### config.mk
export PLATFORM = sky130hd
export DESIGN_NAME = bcnt_ctrl
export DESIGN_NICKNAME = d
export VERILOG_FILES = /design/src/rtl/bcnt_pkg.sv /design/src/rtl/bcnt_chunk.sv /design/src/rtl/bcnt_ctrl.sv
export SDC_FILE = /design/constraint.sdc
export NUM_CORES = 1
export LEC_CHECK = 0
export ABC_AREA = 0
export BUFFER_PORTS_ARGS = -buffer_cell sky130_fd_sc_hd__buf_2
export CAP_MARGIN = 20
export CORE_MARGIN = 3
export CORE_UTILIZATION = 53
export CTS_BUF_LIST = sky130_fd_sc_hd__clkbuf_16
export CTS_CLUSTER_DIAMETER = 80
export DETAILED_ROUTE_END_ITERATION = 6
export GPL_ROUTABILITY_DRIVEN = 0
export GPL_TIMING_DRIVEN = 1
export PLACE_DENSITY_LB_ADDON = 0.25
export SYNTH_ARGS = -nofsm -noshare
export SYNTH_HDL_FRONTEND = slang
export SYNTH_SLANG_ARGS = --single-unit
### constraint.sdc
create_clock -name clk -period 6.1 [get_ports clk]
set_clock_uncertainty 0.05 [all_clocks]
set_input_delay 1.22 -clock clk [delete_from_list [all_inputs] [get_ports clk]]
set_output_delay 1.22 -clock clk [all_outputs]
set_load 0.01 [all_outputs]
### src/rtl/bcnt_pkg.sv
// Shared definitions for the multi-cycle bit-count unit: op and state encodings,
// word width and the result post-processing function.
package bcnt_pkg;

    localparam int WORD_W = 32;

    typedef enum logic [1:0] {
        BCNT_POP  = 2'b00,
        BCNT_ZERO = 2'b01,
        BCNT_PAR  = 2'b10,
        BCNT_ALL1 = 2'b11
    } bcnt_op_e;

    typedef enum logic {
        BCNT_IDLE = 1'b0,
        BCNT_RUN  = 1'b1
    } bcnt_state_e;

    // The final count never exceeds 32, so it fits in 6 bits and zero-extends cleanly.
    function automatic logic [WORD_W-1:0] bcnt_post(input bcnt_op_e op, input logic [5:0] acc);
        logic [WORD_W-1:0] acc_w;
        acc_w = {{(WORD_W-6){1'b0}}, acc};
        case (op)
            BCNT_POP:  return acc_w;
            BCNT_ZERO: return WORD_W'(WORD_W) - acc_w;
            BCNT_PAR:  return {{(WORD_W-1){1'b0}}, acc[0]};
            default:   return {{(WORD_W-1){1'b0}}, (acc == 6'd32)};
        endcase
    endfunction

endpackage

### src/rtl/bcnt_chunk.sv
// Combinational ones-counter over one CHUNK-bit slice of the operand.
module bcnt_chunk #(
    parameter int CHUNK = 8,
    parameter int OUT_W = $clog2(CHUNK) + 1
) (
    input  logic [CHUNK-1:0] bits,
    output logic [OUT_W-1:0] ones
);

    always_comb begin
        ones = '0;
        for (int i = 0; i < CHUNK; i++) begin
            ones = ones + OUT_W'(bits[i]);
        end
    end

endmodule

### src/rtl/bcnt_ctrl.sv
// Bit-count controller: start/busy/done sequencing over WORD_W/CHUNK cycles.
// Optional abort port enabled by defining BCNT_FLUSH_EN.
module bcnt_ctrl
    import bcnt_pkg::*;
#(
    parameter int CHUNK = 8
) (
    input  logic              clk,
    input  logic              reset,
    input  logic              start,
    input  logic [1:0]        op,
    input  logic [WORD_W-1:0] src,
`ifdef BCNT_FLUSH_EN
    input  logic              flush,
`endif
    output logic              busy,
    output logic              done,
    output logic [WORD_W-1:0] result
);

    localparam int N      = WORD_W / CHUNK;
    localparam int CNT_W  = $clog2(N) + 1;
    localparam int ONES_W = $clog2(CHUNK) + 1;

    bcnt_state_e       state, state_d;
    logic [WORD_W-1:0] shreg;
    bcnt_op_e          op_q;
    logic [5:0]        acc;
    logic [5:0]        acc_sum;
    logic [CNT_W-1:0]  cnt;
    logic [ONES_W-1:0] chunk_ones;
    logic              last;
    logic              kill;

`ifdef BCNT_FLUSH_EN
    assign kill = flush;
`else
    assign kill = 1'b0;
`endif

    bcnt_chunk #(.CHUNK(CHUNK)) u_chunk (
        .bits (shreg[CHUNK-1:0]),
        .ones (chunk_ones)
    );

    assign acc_sum = acc + 6'(chunk_ones);
    assign last    = (state == BCNT_RUN) && (cnt == CNT_W'(N - 1));
    assign busy    = (state == BCNT_RUN);

    // NOTE: every combinational output gets a default first so no path can infer a latch.
    always_comb begin
        state_d = state;
        case (state)
            BCNT_IDLE: if (start) state_d = BCNT_RUN;
            BCNT_RUN:  if (last)  state_d = BCNT_IDLE;
            default:              state_d = BCNT_IDLE;
        endcase
        if (kill) state_d = BCNT_IDLE;
    end

    // NOTE: sequential state uses non-blocking assignments so every register sees pre-edge values.
    always_ff @(posedge clk or posedge reset) begin
        if (reset) begin
            state <= BCNT_IDLE;
        end else begin
            state <= state_d;
        end
    end

    always_ff @(posedge clk or posedge reset) begin
        if (reset) begin
            shreg  <= '0;
            op_q   <= BCNT_POP;
            acc    <= '0;
            cnt    <= '0;
            done   <= 1'b0;
            result <= '0;
        end else begin
            done <= 1'b0;
            if (kill) begin
                // An abort drops any start seen in the same cycle and leaves result untouched.
                acc <= '0;
                cnt <= '0;
            end else if (state == BCNT_IDLE) begin
                if (start) begin
                    shreg <= src;
                    op_q  <= bcnt_op_e'(op);
                    acc   <= '0;
                    cnt   <= '0;
                end
            end else begin
                acc   <= acc_sum;
                shreg <= shreg >> CHUNK;
                cnt   <= cnt + CNT_W'(1);
                if (last) begin
                    result <= bcnt_post(op_q, acc_sum);
                    done   <= 1'b1;
                end
            end
        end
    end

endmodule

# Yosys cells after proc, flatten, opt, wreduce, memory -nomap -nowiden
# Index checks and enable logic that the tools add are counted.
[word_totals]
register_bits = 77
in_bits = 37
[classes]
n_addsub = 10
eq_ne = 4
muxes = 12
n_bitwise = 1
n_reduce_logical = 5
[ops]
columns = ["op", "count"]
rows = [
  ["$pmux W32 S3", 1],
  ["$mux W32", 2],
  ["$add A4 B1 Y4", 6],
  ["$mux W6", 2],
  ["$sub A6 B6 Y7 const A", 1],
  ["$add A6 B4 Y6", 1],
  ["$eq A6 B6 Y1 const B", 1],
  ["$mux W3", 2],
  ["$mux W1", 4],
  ["$reduce_and A2 Y1", 2],
  ["$add A3 B1 Y3 const B", 1],
  ["$eq A3 B2 Y1 const B", 1],
  ["$add A1 B1 Y2", 1],
  ["$eq A2 B1 Y1 const B", 1],
  ["$eq A2 B2 Y1 const B", 1],
  ["$logic_not A2 Y1", 1],
  ["$pmux W1 S2", 1],
  ["$reduce_bool A2 Y1", 1],
  ["$logic_and A1 B1 Y1", 1],
  ["$not A1 Y1", 1],
]

# Depth between registers and ports, before layout
# Gate-level depths: netlist of run 1.
[depth]
depth_word = 10
ltp_mapped = 14
ltp_nobuf = 14

# Modules after synthesis
# Synthesis of run 1 repeated with hierarchy kept, for this count alone.
[hier_totals]
cells_unflattened = 291
hier_area_um2 = 2889.0
[by_module_without_submodules]
columns = ["module", "n_inst", "cells_each", "area_per_inst_um2", "seq_area_each_um2"]
rows = [
  ["bcnt_ctrl", 1, 267, 2698.8, 1301.2],
  ["bcnt_chunk", 1, 24, 190.2, 0.0],
]

# Least setup slack after synthesis of run 1
# No wires, ideal clock.
[synth_timing]
kind = "reg2reg"
start = "register shreg[0]"
end = "register result[5]"
setup_time_ns = 0.069
t_arrival_ns = 4.224
t_required_ns = 5.981
path_slack_ns = 1.757
stages_incl_launch_ff = 14
path_buffers = 0
synth_period_minus_slack_ns = 4.343
path_cell_list = "dfrtp_1 -> ha_1 -> inv_1 -> fa_1 -> fa_1 -> fa_1 -> inv_1 -> fa_1 -> fa_1 -> and3_1 -> or3_4 -> a22o_1 -> or4b_1 -> nand3_1"
[synth_via]
elab_chain_len = 10
[synth_rtl]
columns = ["element", "line_no", "source"]
rows = [
  ["from (decl)", "bcnt_ctrl.sv:26", "logic [WORD_W-1:0] shreg;"],
  ["from (signal assigned)", "bcnt_ctrl.sv:86", "shreg <= src;"],
  ["from (signal assigned)", "bcnt_ctrl.sv:93", "shreg <= shreg >> CHUNK;"],
  ["$add A1 B1 Y2 *", "bcnt_chunk.sv:13", "ones = ones + OUT_W'(bits[i]);"],
  ["$add A4 B1 Y4 * (6 in a row)", "bcnt_chunk.sv:13", ""],
  ["$add A6 B4 Y6 *", "bcnt_ctrl.sv:46", "assign acc_sum = acc + 6'(chunk_ones);"],
  ["$sub A6 B6 Y7", "bcnt_pkg.sv:25", "BCNT_ZERO: return WORD_W'(WORD_W) - acc_w;"],
  ["$pmux W32 S3 *", "bcnt_pkg.sv:23", "case (op)"],
  ["to (signal assigned)", "bcnt_ctrl.sv:96", "result <= bcnt_post(op_q, acc_sum);"],
  ["to (decl)", "bcnt_ctrl.sv:18", "output logic [WORD_W-1:0] result"],
]
# Mark *: on every way between the ends. The rest lies on a longest branch, timed or not.
# A chain may end at the register's enable or synchronous reset.

# Worst setup path after layout of run 1
# Same ends and word-level chain as after synthesis.

==> results_dict.tcl, run 1 <==
set metrics [dict create \
    cts_buffers 5 \
    vias_per_cell 5.15 \
    wl_per_cell_um 13.4 \
    tightest_slew_ns 1.02 \
    vdd_drop_max_uv 440 \
    min_period_over_period_pct 73.3 \
    clk_path_buf_depth 2 \
    layout_common_cells "buf_2 (70), dfrtp_1 (51), nand2_1 (41), mux2i_1 (32), o21ai_0 (32)" \
    diodes 0 \
    power.density_mw_per_mm2 640 \
    cts.sinks 52 \
    worstHoldPathType "flip-flop to flip-flop" \
    slew_headroom_pct 31.8 \
    max-cap-violations 0 \
    grtUsageTotal_pct 17.9 \
    grt.overflow.total 0 \
    synth_top_area_share_pct 45.8 \
    insertion_delay_ns 0.29 \
    rsz0062_at_grt "no" \
    io_buffers 70 \
    rows 26 \
    hold_violations 0 \
    cp_cell_sequence "ha_1, inv_1, fa_1, fa_1, fa_1, inv_1, fa_1, fa_1, and3_1, or3_4, a22o_1, or4b_1, nand3_1" \
    cts_resized 0 \
    min-delay-start "shreg[24]$_DFFE_PP0P_" \
    syn_nets 336 \
    grt_pass1_vias 1882 \
    pre_cts_slack_ns 1.65 \
    wirelength_mm 5.28 \
    antenna_found_initial 0 \
    synth.area.top_cells "dfrtp_1 (46%), mux2i_1 (11%), buf_4 (6.6%)" \
    synth.cell_area_mm2 0.00284 \
    dieWidth_um 79.2 \
    critPathArrivalTime_ns 4.65 \
    ys_warn_count 0 \
    crit_family "adder cells" \
    drt-initial-drc-count 138 \
    coreArea_mm2 0.00514 \
    yosys.cell_types.count 35 \
    synth_top_cell_by_area "dfrtp_1" \
    vias 2036 \
    place_area_mm2 0.00304 \
    drc 0 \
    cts.htree.levels 2 \
    area_delta_synth_final_pct 13.7 \
    grt_pass1_wl_mm 8.75 \
    setup-tns-final_ns 0 \
    clk_pin_slew_ns 0.07 \
    fin_ws_ns 1.63 \
    criticalPathCategory "flip-flop to flip-flop" \
    cp_slowest_cell "or4b_1" \
    power_w 0.00207 \
    cts_tree "built" \
    post_cts_buffers 0 \
    drive_gt1_share_pct 25.5 \
    crit_buf_inv 2 \
    r2r-start "shreg[0]$_DFFE_PP0P_" \
    crit_top_cell "fa_1" \
    initial_core_util_pct 55.3 \
    final_common_cell "buf_2" \
    final_cell_area_mm2 0.00323 \
    fmax_ghz 0.224 \
    yosysSeqAreaShare_pct 45.8 \
    dr.pass1.iters 4 \
    die_y_um 79.2 \
    critPathMaxFanout 4 \
    nNetsFinal 376 \
    final-setup-viol-count 0 \
    synthCells 284 \
    die-area_mm2 0.00628 \
    dpl.hpwl_mm 3.70 \
    grt_max_degree 65 \
    pin_count 71 \
    ant_nets 0 \
    synth_seq_cells 52 \
    max_stage_delay_ns 0.51 \
    worstPathRequired_ns 6.27 \
    p_leak_nw 1.73 \
    min_period_ns 4.47 \
    syn_area_per_cell_um2 10.0 \
    cts_hold_buf 0 \
    root_buffer "clkbuf_16" \
    crit_start "shreg[0]$_DFFE_PP0P_" \
    slew_viol_final 0 \
    critPathLaunchType "flip-flop" \
    outcome "completed" \
    critPathCaptureType "flip-flop" \
]
## final timing paths
| path | to | slack, ns | depth (start not counted) |
|---|---|---|---|
| min in group asynchronous | done$_DFF_PP0_ | 0.85 | 2 |
| min | shreg[16]$_DFFE_PP0P_ | 0.44 | 2 |
| max in group asynchronous | busy$_DFF_PP0_ | 4.65 | 3 |
| max | result[5]$_DFFE_PP0P_ | 1.63 | 13 |
| max reg2reg | result[5]$_DFFE_PP0P_ | 1.63 | 13 |
| min reg2reg | shreg[16]$_DFFE_PP0P_ | 0.44 | 2 |
## synthesized netlist by cell type (all sizes together)
library cell and count:
mux2 2, o21ai 33, inv 18, o21bai 1
nand4b 1, nand2 41, o21a 1, nor2b 2
or3 2, a221oi 1, nor2 12, buf 30
nand3 5, a22o 6, or4b 1, and3 2
fa 5, clkbuf 8, a2bb2oi 2, ha 10
dfrtp 52, a21o 2, and2 1, nand4 1
a21oi 3, xnor2 4, mux2i 32, xor2 1
o211ai 2, o22ai 2, o2111ai 1
## area by class of cell
type | count | area, um^2
clock buffers | 5 | 125
clock inverters | 3 | 42.5
fillers | 450 | 1910
inverters | 18 | 67.6
multi-input cells | 176 | 1230
flip-flops and latches | 52 | 1300
well taps | 70 | 87.6
repair buffers | 71 | 370
## tightest hold or removal path, delay by kind of cell (launching register included)
kind             cells  cell delay [ns]
flip-flops           1             0.34
AO/OA/AOI/OAI        1             0.06
AND/OR/NAND/NOR      1             0.05
## cell families after synthesis
family	after synthesis	share of synthesized area (%)
AND/OR/NAND/NOR	68	10.5
buffers and inverters	56	10.7
AO/OA/AOI/OAI	54	11.4
flip-flops	52	45.8
multiplexers	34	12.1
adder cells (fa/ha/maj)	15	7.93
XOR/XNOR	5	1.54
## state kept, by name, summed over array words and instances, names as in the netlist
signal  cells
op_q        2
done        1
shreg      32
acc         6
busy        1
cnt         3
result      7
## power breakdown
group	internal [W]	switching, W
combinational	0.000492	0.000634
clock	0.000193	0.000121
sequential	0.000486	0.000140
## stage by stage
| stage | hold slack (ns) | utilization (%) | cells |
|---|---|---|---|
| after floorplan | 0.399 | - | 284 |
| after global placement | 0.410 | 59.2 | 386 |
| after detailed placement | 0.423 | 59.2 | 386 |
| after CTS | 0.438 | 62.5 | 394 |
| after global routing | 0.463 | 62.9 | 395 |
| final | 0.436 | 62.9 | 395 |
## routing by layer
| metal | track usage [%] | up-vias | wire length [um] |
|---|---|---|---|
| met5 | 0 | - | 0 |
| met4 | 7.56 | 0 | 117 |
| met3 | 4.08 | 10 | 292 |
| met2 | 26.0 | 59 | 2350 |
| met1 | 25.7 | 948 | 2510 |
| li1 | - | 1019 | - |
Note: power is estimated with default switching activity, not from simulation.
==> inputs of run 2 (changes only) <==
Settings changed: CORE_UTILIZATION 53 to 48.
Clock period 6.1 ns to 3.9 ns, I/O delays scaled along.
==> run 2 against run 1 <==
Effect of this change:
- the flow now finishes with violations (setup timing)
- final area up 7.2%
- wire length up 12%
- die area up 9.6%
- sequential cell count unchanged
- critical endpoint unchanged
- via count up 3.2%
- core utilization down 1.1 points
- setup slack worse by 2.1 ns
- cell count up 4.3%
==> results_dict.tcl, run 2 (same netlist as run 1, synthesis figures left out) <==
set metrics [dict create \
    die-area_mm2 0.00688 \
    layout_common_cells "buf_2 (70), dfrtp_1 (51), nand2_1 (40), mux2i_1 (32), o21ai_0 (28)" \
    regMostFlops "shreg" \
    cts_tree "built" \
    outcome "complete, but fails checks" \
    violations "setup timing" \
    cts.sinks 52 \
    utilization_pct 61.7 \
    ant_nets 0 \
    grtUsageTotal_pct 17.1 \
    rsz0062_at_grt "yes" \
    max-cap-violations 0 \
    grt.overflow.total 0 \
    area_delta_synth_final_pct 21.8 \
    final_cell_area_mm2 0.00346 \
    cts_hold_buf 0 \
    root_buffer "clkbuf_16" \
    pin_count 71 \
    largestRegisters "shreg (32), result (7), acc (6)" \
    wirelength_mm 5.92 \
    fillers 486 \
    criticalPathCategory "flip-flop to flip-flop" \
    drt-initial-drc-count 124 \
    dieWidth_um 82.9 \
    drive_gt1_share_pct 35.6 \
    clk_pin_slew_ns 0.07 \
    final_common_cell "buf_2" \
    io_buffers 70 \
    cts.htree.levels 2 \
    worstPathRequired_ns 4.07 \
    dpl.hpwl_mm 4.22 \
    cp_cell_sequence "ha_4, inv_2, fa_1, fa_1, fa_2, inv_2, fa_2, fa_2, and3_4, or3_4, a22o_1, or4b_1, nand3_1" \
    vias_per_cell 5.10 \
    place_area_mm2 0.00318 \
    diodes 0 \
    critPathMaxFanout 2 \
    crit_family "adder cells" \
    r2r-start "shreg[0]$_DFFE_PP0P_" \
    tightest_slew_ns 0.553 \
    critPathCaptureType "flip-flop" \
    coreArea_mm2 0.00561 \
    insertion_delay_ns 0.28 \
    dr.pass1.iters 4 \
    slew_headroom_pct 63.2 \
    crit_top_cell "fa_2" \
    initial_core_util_pct 50.7 \
    grt_pass1_wl_mm 9.73 \
    hold_violations 0 \
    die_y_um 82.9 \
    wl_per_cell_um 14.4 \
    cp_slowest_cell "or4b_1" \
    crit_buf_inv 2 \
    critPathArrivalTime_ns 4.53 \
    min_period_ns 4.36 \
    min_period_over_period_pct 112 \
    cts_buffers 5 \
    grt_pass1_vias 2013 \
    final-setup-viol-count 6 \
    fmax_ghz 0.229 \
    drc 0 \
    rows 27 \
    critPathLaunchType "flip-flop" \
    nNetsFinal 391 \
    slew_viol_final 0 \
    max_stage_delay_ns 0.51 \
    largest_register_ffs 32 \
    worstHoldPathType "input pin to async pin" \
    fin_ws_ns -0.461 \
    antenna_found_initial 0 \
    grt_max_degree 65 \
    setup-tns-final_ns -1.84 \
    crit_start "shreg[0]$_DFFE_PP0P_" \
    vias 2101 \
    clk_path_buf_depth 2 \
]
run 2: stage by stage:
stage | instances | worst slack [ns] | hold WS, ns
finish | 412 | -0.461 | 0.362
global route | 412 | -0.558 | 0.381
CTS | 411 | -0.416 | 0.367
detailed placement | 402 | -0.479 | 0.416
global placement | 401 | -0.387 | 0.409
floorplan | 284 | -0.335 | 0.399
run 2: cell type report:
cell class	count	area (um^2)	area share [%]
Timing Repair Buffer	86	487	14.1
Tap cell	72	90.1	2.60
Sequential cell	52	1300	37.6
Inverter	18	67.6	1.95
Clock inverter	3	20.0	0.578
Clock buffer	5	125	3.61
Multi-Input combinational cell	176	1370	39.6
run 2: worst paths after layout:
| check | cells after the start | to | slack (ns) |
|---|---|---|---|
| worst max-delay path | 13 | result[5]$_DFFE_PP0P_ | -0.46 |
| worst min-delay path | 2 | result[30]$_DFFE_PP0P_ | 0.36 |
| worst max register to register | 13 | result[5]$_DFFE_PP0P_ | -0.46 |
| worst min register to register | 2 | shreg[14]$_DFFE_PP0P_ | 0.43 |
| max in group asynchronous | 3 | shreg[23]$_DFFE_PP0P_ | 2.94 |
| min in group clk | 2 | shreg[14]$_DFFE_PP0P_ | 0.43 |
run 2: routing by layer:
| metal | global-route usage, % | part of all wire [%] |
|---|---|---|
| met1 | 24.1 | 47 |
| met2 | 27.0 | 48 |
| met3 | 3.08 | 4.4 |
| met4 | 5.20 | 0.91 |
| met5 | 0 | 0 |
run 2: repair_timing:
action                                  4_1_cts  5_1_grt
pin swaps                                     4        4
endpoints found under the hold margin         0        0
setup buffers                                 1        2
resized for setup                             8       19
endpoints found under the setup margin        9       10
Power of run 2 is left out: the tool's default activity adds up to more than one toggle a clock period on the data nets, which glitch-free logic cannot reach.
